$ cat config.mk
export PLATFORM = sky130hd
export DESIGN_NAME = cva6_wrapper_clint
export DESIGN_NICKNAME = d
export VERILOG_FILES = /design/src/rtl/cva6_wrapper_pkg.sv /design/src/rtl/cva6_wrapper_clint_rtc_sync.sv /design/src/rtl/cva6_wrapper_clint.sv
export SDC_FILE = /design/constraint.sdc
export NUM_CORES = 1
export LEC_CHECK = 0
export ABC_CLOCK_PERIOD_IN_PS = 2770
export CORE_MARGIN = 3
export CORE_UTILIZATION = 30
export CTS_CLUSTER_DIAMETER = 100
export DETAILED_ROUTE_END_ITERATION = 6
export GPL_TIMING_DRIVEN = 0
export SLEW_MARGIN = 0
export SYNTH_ARGS = -nofsm -noshare
export SYNTH_HDL_FRONTEND = slang
export SYNTH_SLANG_ARGS = --single-unit
export TNS_END_PERCENT = 10
$ cat constraint.sdc
create_clock -name clk_i -period 2.77 [get_ports clk_i]
set_input_delay 0.277 -clock clk_i [delete_from_list [all_inputs] [get_ports clk_i]]
set_output_delay 0.277 -clock clk_i [all_outputs]
set_load 0.05 [all_outputs]
$ cat src/rtl/cva6_wrapper_pkg.sv
// cva6_wrapper_pkg: SoC-level constants for the CVA6 wrapper.
// Holds the CLINT window, its internal register offsets, the bus response
// payload and a byte-enable merge helper shared by the CLINT register file.
package cva6_wrapper_pkg;

  localparam logic [63:0] CLINTBase   = 64'h0000_0000_0200_0000;
  localparam logic [63:0] CLINTLength = 64'h0000_0000_000C_0000;

  localparam logic [31:0] ClintMsipOffset     = 32'h0000_0000;
  localparam logic [31:0] ClintMtimecmpOffset = 32'h0000_4000;
  localparam logic [31:0] ClintMtimeOffset    = 32'h0000_BFF8;
  localparam int unsigned ClintMaxHarts       = 64;

  // Registered response payload of the CLINT register port.
  typedef struct packed {
    logic        err;
    logic [63:0] rdata;
  } clint_rsp_t;

  // Replace the bytes of old_val selected by be with the matching bytes of new_val.
  function automatic logic [63:0] be_merge(input logic [63:0] old_val,
                                           input logic [63:0] new_val,
                                           input logic [7:0]  be);
    logic [63:0] res;
    res = old_val;
    for (int unsigned b = 0; b < 8; b++) begin
      if (be[b]) res[8*b +: 8] = new_val[8*b +: 8];
    end
    return res;
  endfunction

endpackage

$ cat src/rtl/cva6_wrapper_clint_rtc_sync.sv
// cva6_wrapper_clint_rtc_sync: brings the asynchronous RTC input into the
// clk_i domain and flags each rising edge.
// Ports: clk_i/rst_ni clock and async active-low reset; rtc_i raw RTC input;
//        tick one-cycle pulse per synchronized rising edge of rtc_i.
module cva6_wrapper_clint_rtc_sync (
  input  logic clk_i,
  input  logic rst_ni,
  input  logic rtc_i,
  output logic tick
);

  logic sync1_q;
  logic sync2_q;
  logic prev_q;

  // Two-flop synchronizer followed by a previous-value flop for edge detection.
  always_ff @(posedge clk_i or negedge rst_ni) begin
    if (!rst_ni) begin
      sync1_q <= 1'b0;
      sync2_q <= 1'b0;
      prev_q  <= 1'b0;
    end else begin
      sync1_q <= rtc_i;
      sync2_q <= sync1_q;
      prev_q  <= sync2_q;
    end
  end

  assign tick = sync2_q & ~prev_q;

endmodule

$ cat src/rtl/cva6_wrapper_clint.sv
// cva6_wrapper_clint: core-local interruptor (msip, mtimecmp, mtime).
// Ports: clk_i/rst_ni clock and async active-low reset; rtc_i RTC tick input;
//        req_i/we_i/addr_i/wdata_i/be_i register bus request;
//        gnt_o (always 1), rvalid_o/rdata_o/err_o registered response;
//        timer_irq_o/ipi_o per-hart machine timer and software interrupts.
module cva6_wrapper_clint
  import cva6_wrapper_pkg::*;
#(
  parameter int unsigned NrHarts   = 1,
  parameter int unsigned AddrWidth = 20
) (
  input  logic                 clk_i,
  input  logic                 rst_ni,
  input  logic                 rtc_i,
  input  logic                 req_i,
  input  logic                 we_i,
  input  logic [AddrWidth-1:0] addr_i,
  input  logic [63:0]          wdata_i,
  input  logic [7:0]           be_i,
  output logic                 gnt_o,
  output logic                 rvalid_o,
  output logic [63:0]          rdata_o,
  output logic                 err_o,
  output logic [NrHarts-1:0]   timer_irq_o,
  output logic [NrHarts-1:0]   ipi_o
);

  // Harts beyond the architectural maximum are never decoded.
  localparam int unsigned HartLimit   = (NrHarts < ClintMaxHarts) ? NrHarts : ClintMaxHarts;
  localparam int unsigned MsipWords   = (HartLimit + 1) / 2;
  localparam logic [31:0] MsipWord    = ClintMsipOffset >> 3;
  localparam logic [31:0] CmpWord     = ClintMtimecmpOffset >> 3;
  localparam logic [31:0] MtimeWord   = ClintMtimeOffset >> 3;

  logic              tick;
  logic [63:0]       mtime_q,  mtime_d;
  logic [63:0]       cmp_q [NrHarts];
  logic [63:0]       cmp_d [NrHarts];
  logic [NrHarts-1:0] msip_q, msip_d;
  logic [NrHarts-1:0] irq_q,  irq_d;
  logic              rvalid_q;
  clint_rsp_t        rsp_q, rsp_d;

  logic [31:0] word;
  logic [31:0] msip_idx;
  logic [31:0] cmp_idx;
  logic        in_window;
  logic        msip_hit;
  logic        cmp_hit;
  logic        mtime_hit;
  logic        hit;
  logic [2:0]  unused_addr_lsb;

  assign unused_addr_lsb = addr_i[2:0];

  cva6_wrapper_clint_rtc_sync i_rtc_sync (
    .clk_i  (clk_i),
    .rst_ni (rst_ni),
    .rtc_i  (rtc_i),
    .tick   (tick)
  );

  // Address decode on 8-byte word granularity.
  always_comb begin
    word      = 32'(addr_i[AddrWidth-1:3]);
    in_window = 64'(addr_i) < CLINTLength;
    msip_idx  = word - MsipWord;
    cmp_idx   = word - CmpWord;
    msip_hit  = in_window && (word >= MsipWord) && (msip_idx < 32'(MsipWords));
    cmp_hit   = in_window && (word >= CmpWord) && (cmp_idx < 32'(HartLimit));
    mtime_hit = in_window && (word == MtimeWord);
    hit       = msip_hit || cmp_hit || mtime_hit;
  end

  // Register file next state, read mux and timer comparators.
  always_comb begin
    mtime_d = mtime_q + 64'(tick);
    cmp_d   = cmp_q;
    msip_d  = msip_q;
    rsp_d   = '0;
    irq_d   = '0;

    if (req_i && hit) begin
      if (we_i) begin
        // A bus write beats a coincident tick only in the enabled bytes.
        if (mtime_hit) mtime_d = be_merge(mtime_d, wdata_i, be_i);
        for (int unsigned h = 0; h < NrHarts; h++) begin
          if (cmp_hit && cmp_idx == 32'(h)) cmp_d[h] = be_merge(cmp_q[h], wdata_i, be_i);
          if (msip_hit && msip_idx == 32'(h / 2)) begin
            if (h % 2 == 0) begin
              if (be_i[0]) msip_d[h] = wdata_i[0];
            end else begin
              if (be_i[4]) msip_d[h] = wdata_i[32];
            end
          end
        end
      end else begin
        if (mtime_hit) rsp_d.rdata = mtime_q;
        for (int unsigned h = 0; h < NrHarts; h++) begin
          if (cmp_hit && cmp_idx == 32'(h)) rsp_d.rdata = cmp_q[h];
          if (msip_hit && msip_idx == 32'(h / 2)) begin
            if (h % 2 == 0) rsp_d.rdata[0]  = msip_q[h];
            else            rsp_d.rdata[32] = msip_q[h];
          end
        end
      end
    end
    rsp_d.err = req_i && !hit;

    for (int unsigned h = 0; h < NrHarts; h++) begin
      irq_d[h] = mtime_q >= cmp_q[h];
    end
  end

  // State and response registers.
  always_ff @(posedge clk_i or negedge rst_ni) begin
    if (!rst_ni) begin
      mtime_q  <= '0;
      msip_q   <= '0;
      irq_q    <= '0;
      rvalid_q <= 1'b0;
      rsp_q    <= '0;
      for (int unsigned h = 0; h < NrHarts; h++) cmp_q[h] <= '1;
    end else begin
      mtime_q  <= mtime_d;
      msip_q   <= msip_d;
      irq_q    <= irq_d;
      rvalid_q <= req_i;
      rsp_q    <= rsp_d;
      for (int unsigned h = 0; h < NrHarts; h++) cmp_q[h] <= cmp_d[h];
    end
  end

  assign gnt_o       = 1'b1;
  assign rvalid_o    = rvalid_q;
  assign rdata_o     = rsp_q.rdata;
  assign err_o       = rsp_q.err;
  assign timer_irq_o = irq_q;
  assign ipi_o       = msip_q;

endmodule

==> flow_results.org, run 1 <==
** Timing
- Based on the critical path, the design can be clocked at up to 385 MHz.
- Final worst path period need :: approximately 2.6 ns
- Post-route clock period utilization :: a little over nine tenths
- The number of endpoints with negative hold slack in the final report was 0.
- Slew at the pin closest to its max-slew limit :: 0.769 ns
- The final count of pins violating max slew is 0.
- On the final layout, the worst clock skew is 0.00876 ns.
- Total setup violations reported at the end of the flow :: 0
- Slew headroom :: between 40 and 50%

** Synth
- After synthesis the netlist holds a flip-flop and latch count of ~200.
- Counting flops with an async set or reset pin after synthesis yields a share of between 90% and 100%.
- Cell count after synthesis :: slightly above 1000
- When the netlist entered floorplanning its net count stood at roughly 1200.
- After synthesis the cells add up to between 10000 and 15000 µm².
- Count of warnings emitted by yosys :: 0
- The most used flip-flop cell after synthesis is dfrtp_1.
- Unique cell type count in the Yosys netlist :: 54
- EDFF count, synth :: 0
- Sequential fraction of the synthesis area :: between 40% and 50%
- Synth Area per Inst :: just over 10 µm²

** Worst setup path
- The cell that appears most often on the critical path is nand3_2.
- On the worst path, the slowest cell contributes a delay of 0.37 ns.
- The worst setup path is captured at a register.
- Counting cells, the worst reg-to-reg path comes to 11.
- The most critical setup path has its startpoint at i_rtc_sync.sync2_q.
- Data on the critical path arrives at its endpoint at between 2 and 3 ns.
- The critical path goes through nor2b_2 > ha_2 > ha_1 > nand3_2 > nor2_4 > nand3_2 > or3_1 > buf_2 > nor3_1 > xnor2_1 > o21ai_2.
- Cell with the largest stage delay on the worst path :: or3_1
- Reg-to-reg slack, setup :: ~0.17 ns
- The startpoint identified for the worst register-to-register timing path is i_rtc_sync.sync2_q.
- Startpoint type of the worst setup path :: register
- Along the worst path, the maximum fanout reaches 7.
- Endpoint of the lowest-slack register-to-register path :: mtime_q[58]
- STA puts the critical path data required time at 3.11 ns.
- WS Path Type :: register to register

** Cells and area
- Share of final-layout standard cells stronger than drive strength 1 :: 18.1%
- Register area :: 5060 µm²
- The multi-input combinational cells in the finished layout cover a total of about 5000 µm².
- With fillers left out, the area of the finished cells amounts to 13300 µm².
- Synth-to-layout area growth :: 28.3%
- The final layout contains around 1400 nets.
- Number of filler cells placed in the layout :: about 3300
- ANT cells :: 0
- Most frequent standard cell in the layout excluding fill and tap cells :: clkdlybuf4s50_1
- Most frequent cells in the layout :: clkdlybuf4s50_1, nor2_1, dfrtp_1

** Routing
- For this run, the detailed router's first-pass iteration total came to 4.
- Wires add up to 28.0 mm.
- The count of nets left with antenna violations once routing finished came out at 0.
- Number of DRC violations after detailed-routing iteration 0 :: between 400 and 500
- Via total after detailed routing :: approximately 7900
- Via density per instance :: between 4 and 5
- For this run, design rule violations remaining after detail routing come to 0.
- Average detailed-routed wire length per instance :: 16.9 µm

** Floorplanning
- Vertical extent of the die :: approximately 190 µm
- After floorplanning, the core was divided into 67 placement rows.
- The die covers ~37000 µm².
- For this configuration, the core starts out at a cell density of between 30% and 40%.
- Top-level port count :: between 150 and 200
- Core region area :: roughly 34000 µm²
- In this run the horizontal extent of the chip is approximately 190 µm.

** Global routing
- The number of global-route vias before repair came to 8161.
- Total overflow reported by the global router :: 0
- All-Layer GR Usage :: about 16%
- Entering global routing, the biggest net connects between 100 and 150 pins.
- First-pass GRT wire length :: about 44 mm
- The initial antenna violation count came to 2.

** Power
- Registers are responsible for 44.3% of the overall power.
- Part of the total power dissipated in combinational logic :: around 24%
- Total power :: 8.27 mW
- Net switching is 33.2% of the power.
- The analysis attributes to net switching a power of 2.75 mW.
- Share of power burned in the clock network :: 31.4%
- Static Leak :: 5.22 nW
- Worst IR drop on VDD :: between 0.0004 and 0.0005 V
- Power spread over the standard cell area amounts to between 600 and 700 nW/µm².
- The internal portion of the total power is 5.52 mW.

** Clock tree
- TritonCTS built the clock tree.
- H-Tree Level Count :: 4
- Total CTS buffers :: 17
- CTS sink count :: 199
- CTS root buf :: clkbuf_16
- Counting along the longest clock path gives a buffer depth of 2.
- Clock latency on the worst-skew pair, taken at its later pin, is around 0.45 ns.
- After clock tree synthesis, the clock-pin slew on the worst setup and hold paths is about 0.080 ns.

** Placement
- PortBufs :: 161
- Detailed placement finished with a half-perimeter wire length of 20.6 mm.
- The congestion estimate from routability-driven global placement came to just over 0.8.
- The placed instances occupy a cell area of 12500 µm².

** Worst hold path
- The min-delay analysis places its worst path in the category primary input to register.
- Number of cells traversed by the worst hold path :: 1
- Worst hold path endpoint :: i_rtc_sync.sync1_q
- Startpoint of the tightest hold check path :: rtc_i

** Flow run
- Across the run, the number of max-cap violations was 0.

** Run status
- The run finished with clean final reports.
how the worst max path moves through the flow:
stage	end	cells after the start
3_3_place_gp	mtime_q[30]	1
5_1_grt	mtime_q[62]	11
2_1_floorplan	mtime_q[58]	11
4_1_cts	mtime_q[58]	11
3_5_place_dp	mtime_q[54]	10
6_report	mtime_q[58]	11
registers in the layout (all words and copies together) (netlist names):
name and count:
i_rtc_sync.sync2_q 1, rvalid_o 1, i_rtc_sync.prev_q 1, rdata_o 64, timer_irq_o 1, err_o 1, cmp_q 64, ipi_o 1
i_rtc_sync.sync1_q 1, mtime_q 64
cell families (layout without fill, tap and decap cells):
logic type	after synthesis	after routing	synth area share, %
multiplexers	68	68	7.40
AO/OA/AOI/OAI	180	180	11.1
other	1	1	0.0362
buffers and inverters	110	309	4.18
XOR/XNOR	62	62	5.25
AND/OR/NAND/NOR	322	322	15.0
flip-flops	199	199	48.9
adder cells (fa/ha/maj)	67	67	8.10
synth_stat cells (4+ instances only):
library cell,instances,area (µm²)
and3_1,13,81.3
xor2_1,27,236
xnor2_1,35,307
o21ai_0,10,50.1
nand2b_1,4,25.0
ha_1,67,838
nor2b_1,4,25.0
nor2_1,143,537
buf_1,4,15.0
clkbuf_1,21,78.8
nand2_1,54,203
a21oi_1,75,375
and4_1,4,35.0
nor4_1,6,37.5
mux2_2,68,766
nor3_1,13,65.1
dfrtp_1,135,3380
nand2_2,8,50.1
nand3_1,31,155
dfstp_2,64,1680
nand4_1,19,119
nor3_2,4,40.0
a22oi_1,63,473
a21o_1,13,97.6
buf_2,7,35.0
inv_1,76,285
metal layers:
layer	global-route usage (%)	part of all wire, %
met1	19.4	44
met2	26.7	50
met3	4.09	4.5
met4	4.18	1.8
met5	0	0.096
power groups by stage:
stage	combinational (mW)	clock (mW)	sequential (mW)
final	2.01	2.60	3.67
after global routing	2.28	2.81	3.73
after CTS	2.01	2.68	3.66
after detailed placement	1.97	0	3.71
after global placement	1.92	0	3.70
after floorplan	1.38	0	3.61
worst max-delay path: cells and delay by family, from the launching register on:
family,cells,cell delay [ns]
adders and majority gates,2,0.40
DFF,1,0.35
buffers and inverters,1,0.19
and+or+nand+nor,6,1.29
AOI/OAI and AO/OA,1,0.06
xor gates and xnor gates,1,0.17
stage by stage:
step | hold slack, ns | worst slack [ns] | TNS, ns | util, % | instances
after floorplan | -0.0186 | 0.440 | 0 | - | 1009
after global placement | 0.339 | -7.12 | -1359.36 | 37.1 | 1618
after detailed placement | 0.338 | -0.834 | -122.23 | 37.1 | 1619
after CTS | 0.269 | 0.00288 | 0 | 39.1 | 1655
after global routing | 0.275 | -0.0131 | -0.0131 | 39.3 | 1656
final | 0.290 | 0.175 | 0 | 39.3 | 1656
repair_timing:
action,in CTS,in global routing
endpoints found under the setup margin,183,18
hold endpoints to repair,68,0
hold buffers,1,0
buffers inserted,4,1
resized for setup,10,9
pin swaps,2,3
cell type report:
class / count / area share (%)
Sequential cell: 199 / 38.1
Tap cell: 448 / 4.22
Timing Repair Buffer: 168 / 12.7
Buffer: 33 / 1.10
Clock inverter: 14 / 1.21
Multi-Input combinational cell: 700 / 37.1
Inverter: 76 / 2.15
Clock buffer: 18 / 3.31
Power figures use the tool's default switching activity.
==> inputs of run 2 (changes only) <==
--- a/config.mk
+++ b/config.mk
@@ -7,10 +7,11 @@
 export LEC_CHECK = 0
 export ABC_CLOCK_PERIOD_IN_PS = 2770
 export CORE_MARGIN = 3
-export CORE_UTILIZATION = 30
+export CORE_UTILIZATION = 54
 export CTS_CLUSTER_DIAMETER = 100
 export DETAILED_ROUTE_END_ITERATION = 6
 export GPL_TIMING_DRIVEN = 0
+export PLACE_DENSITY = 0.8
 export SLEW_MARGIN = 0
 export SYNTH_ARGS = -nofsm -noshare
 export SYNTH_HDL_FRONTEND = slang
==> flow_results.org, run 2 (same netlist as run 1, synthesis figures left out) <==
** Routing
- Via density per instance :: around 5.6
- Summed over all layers, the routed wires come to 25.2 mm.
- Antenna Nets Post-Route :: 0
- Number of iterations in the first detailed-routing pass :: 5
- After detailed routing, the average wire length per cell comes to around 18 µm.
- Number of design rule violations left after detail routing :: 0
- Detailed routing inserted a total of between 8000 and 9000 vias.
- The detailed router finished its first iteration with 526 violations.

** Floorplanning
- In this run the standard cell core region covers 18400 µm².
- The floorplan step set the die width to around 140 µm.
- Starting Density :: a little under three fifths
- In this run the core area contains between 40 and 50 standard-cell rows.
- In this run the count of I/O pins placed on the die edge is 166.
- Floorplan die area :: roughly 21000 µm²
- In this run the vertical extent of the chip is 144 µm.

** Cells and area
- Synth-to-layout area growth :: 25.0%
- Cells with a size suffix above 1 make up between 15 and 20% of the layout.
- Total number of nets in the final design :: 1356
- Most frequent cells in the layout :: clkdlybuf4s50_1, nor2_1, dfrtp_1
- In the final layout, the multi-input gates occupy a little under 5000 µm².
- ANT cells :: 0
- The finished layout holds between 1000 and 1500 standard cells, fillers aside.
- The sequential cells in the finished layout cover a total of between 5000 and 6000 µm².
- Number of filler cells placed in the layout :: approximately 1400
- Summing all non-filler instances in the final layout gives an area of between 10000 and 15000 µm².
- Final core utilization :: between 70% and 80%
- Most frequent standard cell in the layout excluding fill and tap cells :: clkdlybuf4s50_1

** Power
- Share of power burned in the clock network :: a little under a third
- The internal power of the cells totals roughly 5.5 mW.
- Worst IR drop on VDD :: 0.000426 V
- Register share of total power :: a little under half
- Part of the total power dissipated in combinational logic :: 24.7%
- In this run switching power makes up 32.2% of total power.
- In this run the static leakage power is between 5 and 6 nW.
- Summed over all nets, the switching power comes to 2.62 mW.
- Dividing total power by cell area gives a power density of between 600 and 700 nW/µm².

** Worst setup path
- For flop-to-flop paths, the worst setup slack is 0.12 ns.
- CP Cell Sequence :: clkdlybuf4s50_1 > inv_1 > ha_1 > nor2b_1 > nor2_1 > nand2_1 > nor4_4 > nand2_2 > mux2_2
- Startpoint type of the worst setup path :: primary input
- On the critical path, the stage with the largest delay is an instance of nor4_4.
- Cell family contributing the most delay on the critical path :: simple AND/OR/NAND/NOR gates
- The most critical setup path has its endpoint at cmp_q[22].
- Worst reg2reg path depth :: 9
- WS Path Type :: primary input to register
- The worst register-to-register path begins at cmp_q[2].
- First element of the critical path :: addr_i[14]
- Counting both buffers and inverters, the worst setup path holds a total of 2.
- At the worst endpoint, the arrival time is between 3 and 4 ns.
- The worst register-to-register path ends at timer_irq_o.
- Worst Setup End Kind :: register
- Data on the critical path is required at its endpoint by roughly 3.1 ns.
- Counting buffers and inverters, the worst setup path is 9 cells deep.
- Worst-path fanout max :: 8
- On the worst path, the slowest cell contributes a delay of between 0.8 and 0.9 ns.

** Timing
- Count of final max-slew check failures :: 0
- Setup repair after global routing could not meet its margin everywhere.
- Final clock skew :: 0.0104 ns
- Slew at the pin closest to its max-slew limit :: roughly 1.1 ns
- Headroom to the max-slew limit came out at about a quarter.
- In the finished design, the share of the clock period the worst path needs comes to roughly 97%.
- Setup violations remaining at the end of the flow were counted as 0.
- Total negative slack for setup checks :: 0 ns
- Final worst path period need :: approximately 2.7 ns
- Based on the critical path, the design can be clocked at up to 373 MHz.
- The number of endpoints with negative hold slack in the final report is 0.

** Placement
- During placement, the flow inserted port buffers numbering approximately 160.
- Cell count after placement :: 1400
- The congestion estimate from routability-driven global placement came to between 0.8 and 0.9.
- Post-Place Cell Area :: 12300 µm²
- Detailed Place HPWL :: between 15 and 20 mm

** Clock tree
- Skew-Pair Late Insertion Delay :: approximately 0.43 ns
- CTS sink count :: approximately 200
- TritonCTS built the clock tree.
- Clock slew at reported path FFs :: approximately 0.070 ns
- Clock tree synthesis selected as its root buffer the cell clkbuf_16.
- Counting along the longest clock path gives a buffer depth of 2.
- The H-tree was split into 4 levels.
- Total CTS buffers :: 17

** Global routing
- For met2 alone, demand over resource in global routing was around two fifths.
- First-pass GRT wire length :: just over 40 mm
- Routing usage on met1 :: approximately a third
- Global route hottest layer :: met2
- All-Layer GR Usage :: 24.8%
- Entering global routing, the biggest net connects ~110 pins.
- In the global route stage, met3 resource usage came out at between 3 and 4%.
- Initial antenna violation count :: 0
- Number of global-route vias before repair :: between 8000 and 9000
- After global routing the overflow that remains totals 0.

** Worst hold path
- The path class of the tightest hold or removal check is primary input to register.

** Flow run
- Max-cap violations in this run came to 0.

** Run status
- The flow ran to the end, and the final reports show no timing, DRC or antenna violations.
-- run 2: changes by cell type in the layout (fill, tap and decap cells not counted), sizes merged --
cell,change
inv,-7
clkbuf,+5
buf,-3
clkinv,+2
bufinv,-1
clkinvlp,+1
-- run 2: per-layer routing --
metal  wire length [µm]  part of all wire, %
met1              11100                   44
met2              12300                   49
met3               1260                  5.0
met4                493                  2.0
met5                  0                    0
-- run 2: what timing repair did --
action / in CTS / in global routing
hold buffers: 1 / 0
endpoints found under the setup margin: 29 / 113
pin swaps: 1 / 0
resized for setup: 3 / 8
endpoints found under the hold margin: 55 / 0
buffers inserted: 1 / 1
-- run 2: worst min-delay path by stage --
stage,from,end,slack (ns),cells after the start
after floorplan,rst_ni,err_o,-0.02,0
after global placement,i_rtc_sync.sync1_q,i_rtc_sync.sync2_q,0.38,0
after detailed placement,rst_ni,rdata_o[58],0.31,1
after CTS,rtc_i,i_rtc_sync.sync1_q,0.27,1
after global routing,rtc_i,i_rtc_sync.sync1_q,0.28,1
final,rtc_i,i_rtc_sync.sync1_q,0.28,1
-- run 2: power by group through the flow --
stage | combinational [mW] | clock (mW) | sequential [mW]
after global routing | 2.27 | 2.60 | 3.73
after floorplan | 1.38 | 0 | 3.61
after global placement | 1.86 | 0 | 3.69
after detailed placement | 1.95 | 0 | 3.71
final | 2.00 | 2.44 | 3.68
after CTS | 1.98 | 2.48 | 3.66
-- run 2: layout make-up --
| cell class | instances | area share (%) |
|---|---|---|
| clock inverters | 9 | 0.697 |
| flip-flops and latches | 199 | 39.1 |
| plain buffers | 33 | 1.12 |
| well taps | 229 | 2.22 |
| multi-input cells | 700 | 37.8 |
| clock buffers | 23 | 3.85 |
| repair buffers | 165 | 12.9 |
| inverters | 76 | 2.21 |
-- run 2: stage by stage --
stage          total power [mW]  hold WS (ns)  setup slack [ns]
3_5_place_dp               5.66         0.314            -0.517
5_1_grt                    8.60         0.276           -0.0421
2_1_floorplan              4.99       -0.0186             0.440
3_3_place_gp               5.55         0.381             -6.56
6_report                   8.12         0.284            0.0858
4_1_cts                    8.12         0.271            0.0269
==> inputs of run 3 (changes only) <==
--- a/config.mk
+++ b/config.mk
@@ -16,4 +16,3 @@
 export SYNTH_ARGS = -nofsm -noshare
 export SYNTH_HDL_FRONTEND = slang
 export SYNTH_SLANG_ARGS = --single-unit
-export TNS_END_PERCENT = 10
==> flow_results.org, run 3 (same netlist as run 1, synthesis figures left out) <==
** Run status
- The run finished with clean final reports.

** Routing
- Number of design rule violations left after detail routing :: 0
- The routed layout has 8092 vias.
- Dividing the detail-routed via count by the number of cells gives approximately 5.6.
- The detailed router finished its first iteration with between 500 and 600 violations.
- Average detailed-routed wire length per instance :: ~18 µm
- Sum of routed wire length over all layers :: approximately 25 mm
- Before antenna repair, the detailed router went through 5 iterations.
- The count of nets left with antenna violations once routing finished came out at 0.

** Timing
- At the pin with the least slew margin, the transition time is roughly 0.74 ns.
- Peak Freq :: 383 MHz
- After layout, the minimum clock period comes to 2.61 ns.
- Across all setup checks in the final design, the least slack found is approximately 0.16 ns.
- Final hold analysis gives a worst-case slack of approximately 0.28 ns.
- Total setup violations reported at the end of the flow :: 0
- The final count of pins violating max slew was 0.
- Total negative slack for setup checks :: 0 ns
- Slew headroom :: between 50% and 60%
- The clock arrives with slightly above 0.01 ns of skew.
- RSZ-0062 raised after global routing :: no
- The final critical path takes up around 94% of the cycle.
- Number of hold violations in the final report :: 0

** Power
- The analysis attributes to cell leakage a power of approximately 5.2 nW.
- For this design the ratio of total power to cell area is around 630 nW/µm².
- VDD sags by at most roughly 0.00043 V.

** Clock tree
- Total CTS buffers :: 17
- Maximum clock insertion buffer count :: 2
- The clock tree synthesis step divided the H-tree into 4 levels.
- TritonCTS built the clock tree.
- Clock slew at reported path FFs :: 0.07 ns
- CTS root buf :: clkbuf_16
- The tree built by TritonCTS fans out to just under 200 sinks.
- Skew-Pair Late Insertion Delay :: approximately 0.43 ns

** Floorplanning
- Pin placement for this block handled 166 I/O pins.
- Core region area :: around 18000 µm²
- Overall die width :: between 100 and 150 µm
- Vertical extent of the die :: between 100 and 150 µm
- Starting Density :: around 56%
- Floorplan die area :: 20900 µm²
- Row count :: 49

** Global routing
- Total overflow reported by the global router :: 0
- All-Layer GR Usage :: around 25%
- The first global-routing pass estimated just over 40 mm of wire.
- Number of global-route vias before repair :: 8157
- Initial antenna violation count :: 0
- Entering global routing, the biggest net connects between 100 and 150 pins.

** Cells and area
- For this run, the share of the core covered by cells in the final layout is 70.4%.
- In the final layout, the share of cells above drive strength 1 is ~17%.
- The library cell used most frequently in the layout, excluding fill and tap cells, is clkdlybuf4s50_1.
- Number of filler cells placed in the layout :: between 1000 and 1500
- Across the whole layout, storage elements account for 5060 µm².
- Synth-to-layout area growth :: 25.2%
- The multi-input combinational cells in the finished layout cover a total of between 4000 and 5000 µm².
- Most frequent cells in the layout :: clkdlybuf4s50_1, nor2_1, dfrtp_1
- At the end of the flow, the number of nets in the layout was 1357.
- Post-layout instance area :: between 10000 and 15000 µm²
- The repair_antennas step left the layout with diodes totalling 0.

** Placement
- Prior to clock tree synthesis, the placed netlist has a worst setup slack of -0.517 ns.
- The congestion estimate from routability-driven global placement came to roughly 0.86.
- The placed instances occupy a cell area of between 10000 and 15000 µm².
- Input and output buffers added on the ports amount to between 150 and 200.
- Detailed Place HPWL :: between 15 and 20 mm

** Worst setup path
- In this run the critical register-to-register path is captured at mtime_q[63].
- Worst Setup End Kind :: register
- Worst reg2reg path depth :: 10
- Counting both buffers and inverters, the worst setup path holds a total of 3.
- The critical path in this run is classified as primary input to register.
- In this run the register-to-register setup slack is ~0.16 ns.
- Counting buffers and inverters, the worst setup path is 7 cells deep.
- Data arrival time of the worst path :: ~3.0 ns
- Cell with the largest stage delay on the worst path :: clkbuf_1
- Data on the critical path is required at its endpoint by about 3.1 ns.
- Startpoint type of the worst setup path :: primary input
- Critical R2R Launch :: i_rtc_sync.sync2_q
- Cell family contributing the most delay on the critical path :: buffers and inverters
- Worst-path fanout max :: 10
- CP Cell Sequence :: clkdlybuf4s50_1 > nand4b_1 > nor4_2 > clkbuf_1 > buf_1 > a22oi_1 > nor2_1
- In this design, the stage delay of the slowest critical-path cell is between 0.6 and 0.7 ns.

** Worst hold path
- The startpoint identified for the worst hold timing path is rtc_i.
- Worst hold path endpoint :: i_rtc_sync.sync1_q
- Path category of the worst min-delay check :: primary input to register
- Number of cells traversed by the worst hold path :: 1

** Flow run
- Across the run, the number of max-cap violations was 0.
## run 3: cell count changes in the layout (fill, tap and decap cells not counted)
cell / change
a211oi_1: -1
a211oi_2: +1
buf_12: +1
## run 3: how the worst max path moves through the flow
| stage | start | to | slack [ns] |
|---|---|---|---|
| floorplan | i_rtc_sync.prev_q | mtime_q[58] | 0.44 |
| finish | addr_i[16] | rdata_o[13] | 0.16 |
| CTS | addr_i[10] | rdata_o[13] | 0.03 |
| detailed placement | addr_i[16] | mtime_q[47] | -0.52 |
| global route | i_rtc_sync.sync2_q | mtime_q[58] | 0.01 |
| global placement | rst_ni | mtime_q[29] | -6.56 |
## run 3: worst reg2reg max path: stages (launching register included)
cell and delay, ns:
dfrtp_1 0.37, nor2b_1 0.18, ha_1 0.22, and4_1 0.29
and2b_2 0.23, nand3_2 0.18, or3_1 0.38, buf_6 0.16
nor4_4 0.15, xor2_1 0.09, mux2_2 0.26
## run 3: stage by stage
| step | instances | power (mW) |
|---|---|---|
| 2_1_floorplan | 1009 | 4.99 |
| 3_3_place_gp | 1399 | 5.55 |
| 3_5_place_dp | 1400 | 5.66 |
| 4_1_cts | 1433 | 8.12 |
| 5_1_grt | 1435 | 8.60 |
| 6_report | 1435 | 8.12 |
## run 3: timing repair
action                                  in CTS  in global routing
setup buffers                                1                  2
hold buffers                                 1                  0
endpoints found under the setup margin      29                113
gates cloned                                 0                  0
endpoints found under the hold margin       55                  0
pin swaps                                    1                  1
gates resized for setup                      3                  9
## run 3: per-layer routing
metal	GRT usage, %	vias to the layer above	share of wire (%)
met4	8.54	0	2.0
met3	3.57	35	5.4
met2	41.4	243	49
met5	0	-	0
met1	33.2	3939	44
li1	-	3875	-
## run 3: layout make-up
type | count | share of cell area, %
Buffer | 33 | 1.12
Clock buffer | 23 | 3.85
Clock inverter | 9 | 0.696
Inverter | 76 | 2.20
Multi-Input combinational cell | 700 | 37.8
Sequential cell | 199 | 39.1
Tap cell | 229 | 2.21
Timing Repair Buffer | 166 | 13.0
## run 3: power by group
| group | leakage, nW | switching (mW) | internal [mW] |
|---|---|---|---|
| Combinational | 2.67 | 1.07 | 0.939 |
| Sequential | 2.25 | 0.476 | 3.20 |
| Clock | 0.286 | 1.07 | 1.37 |
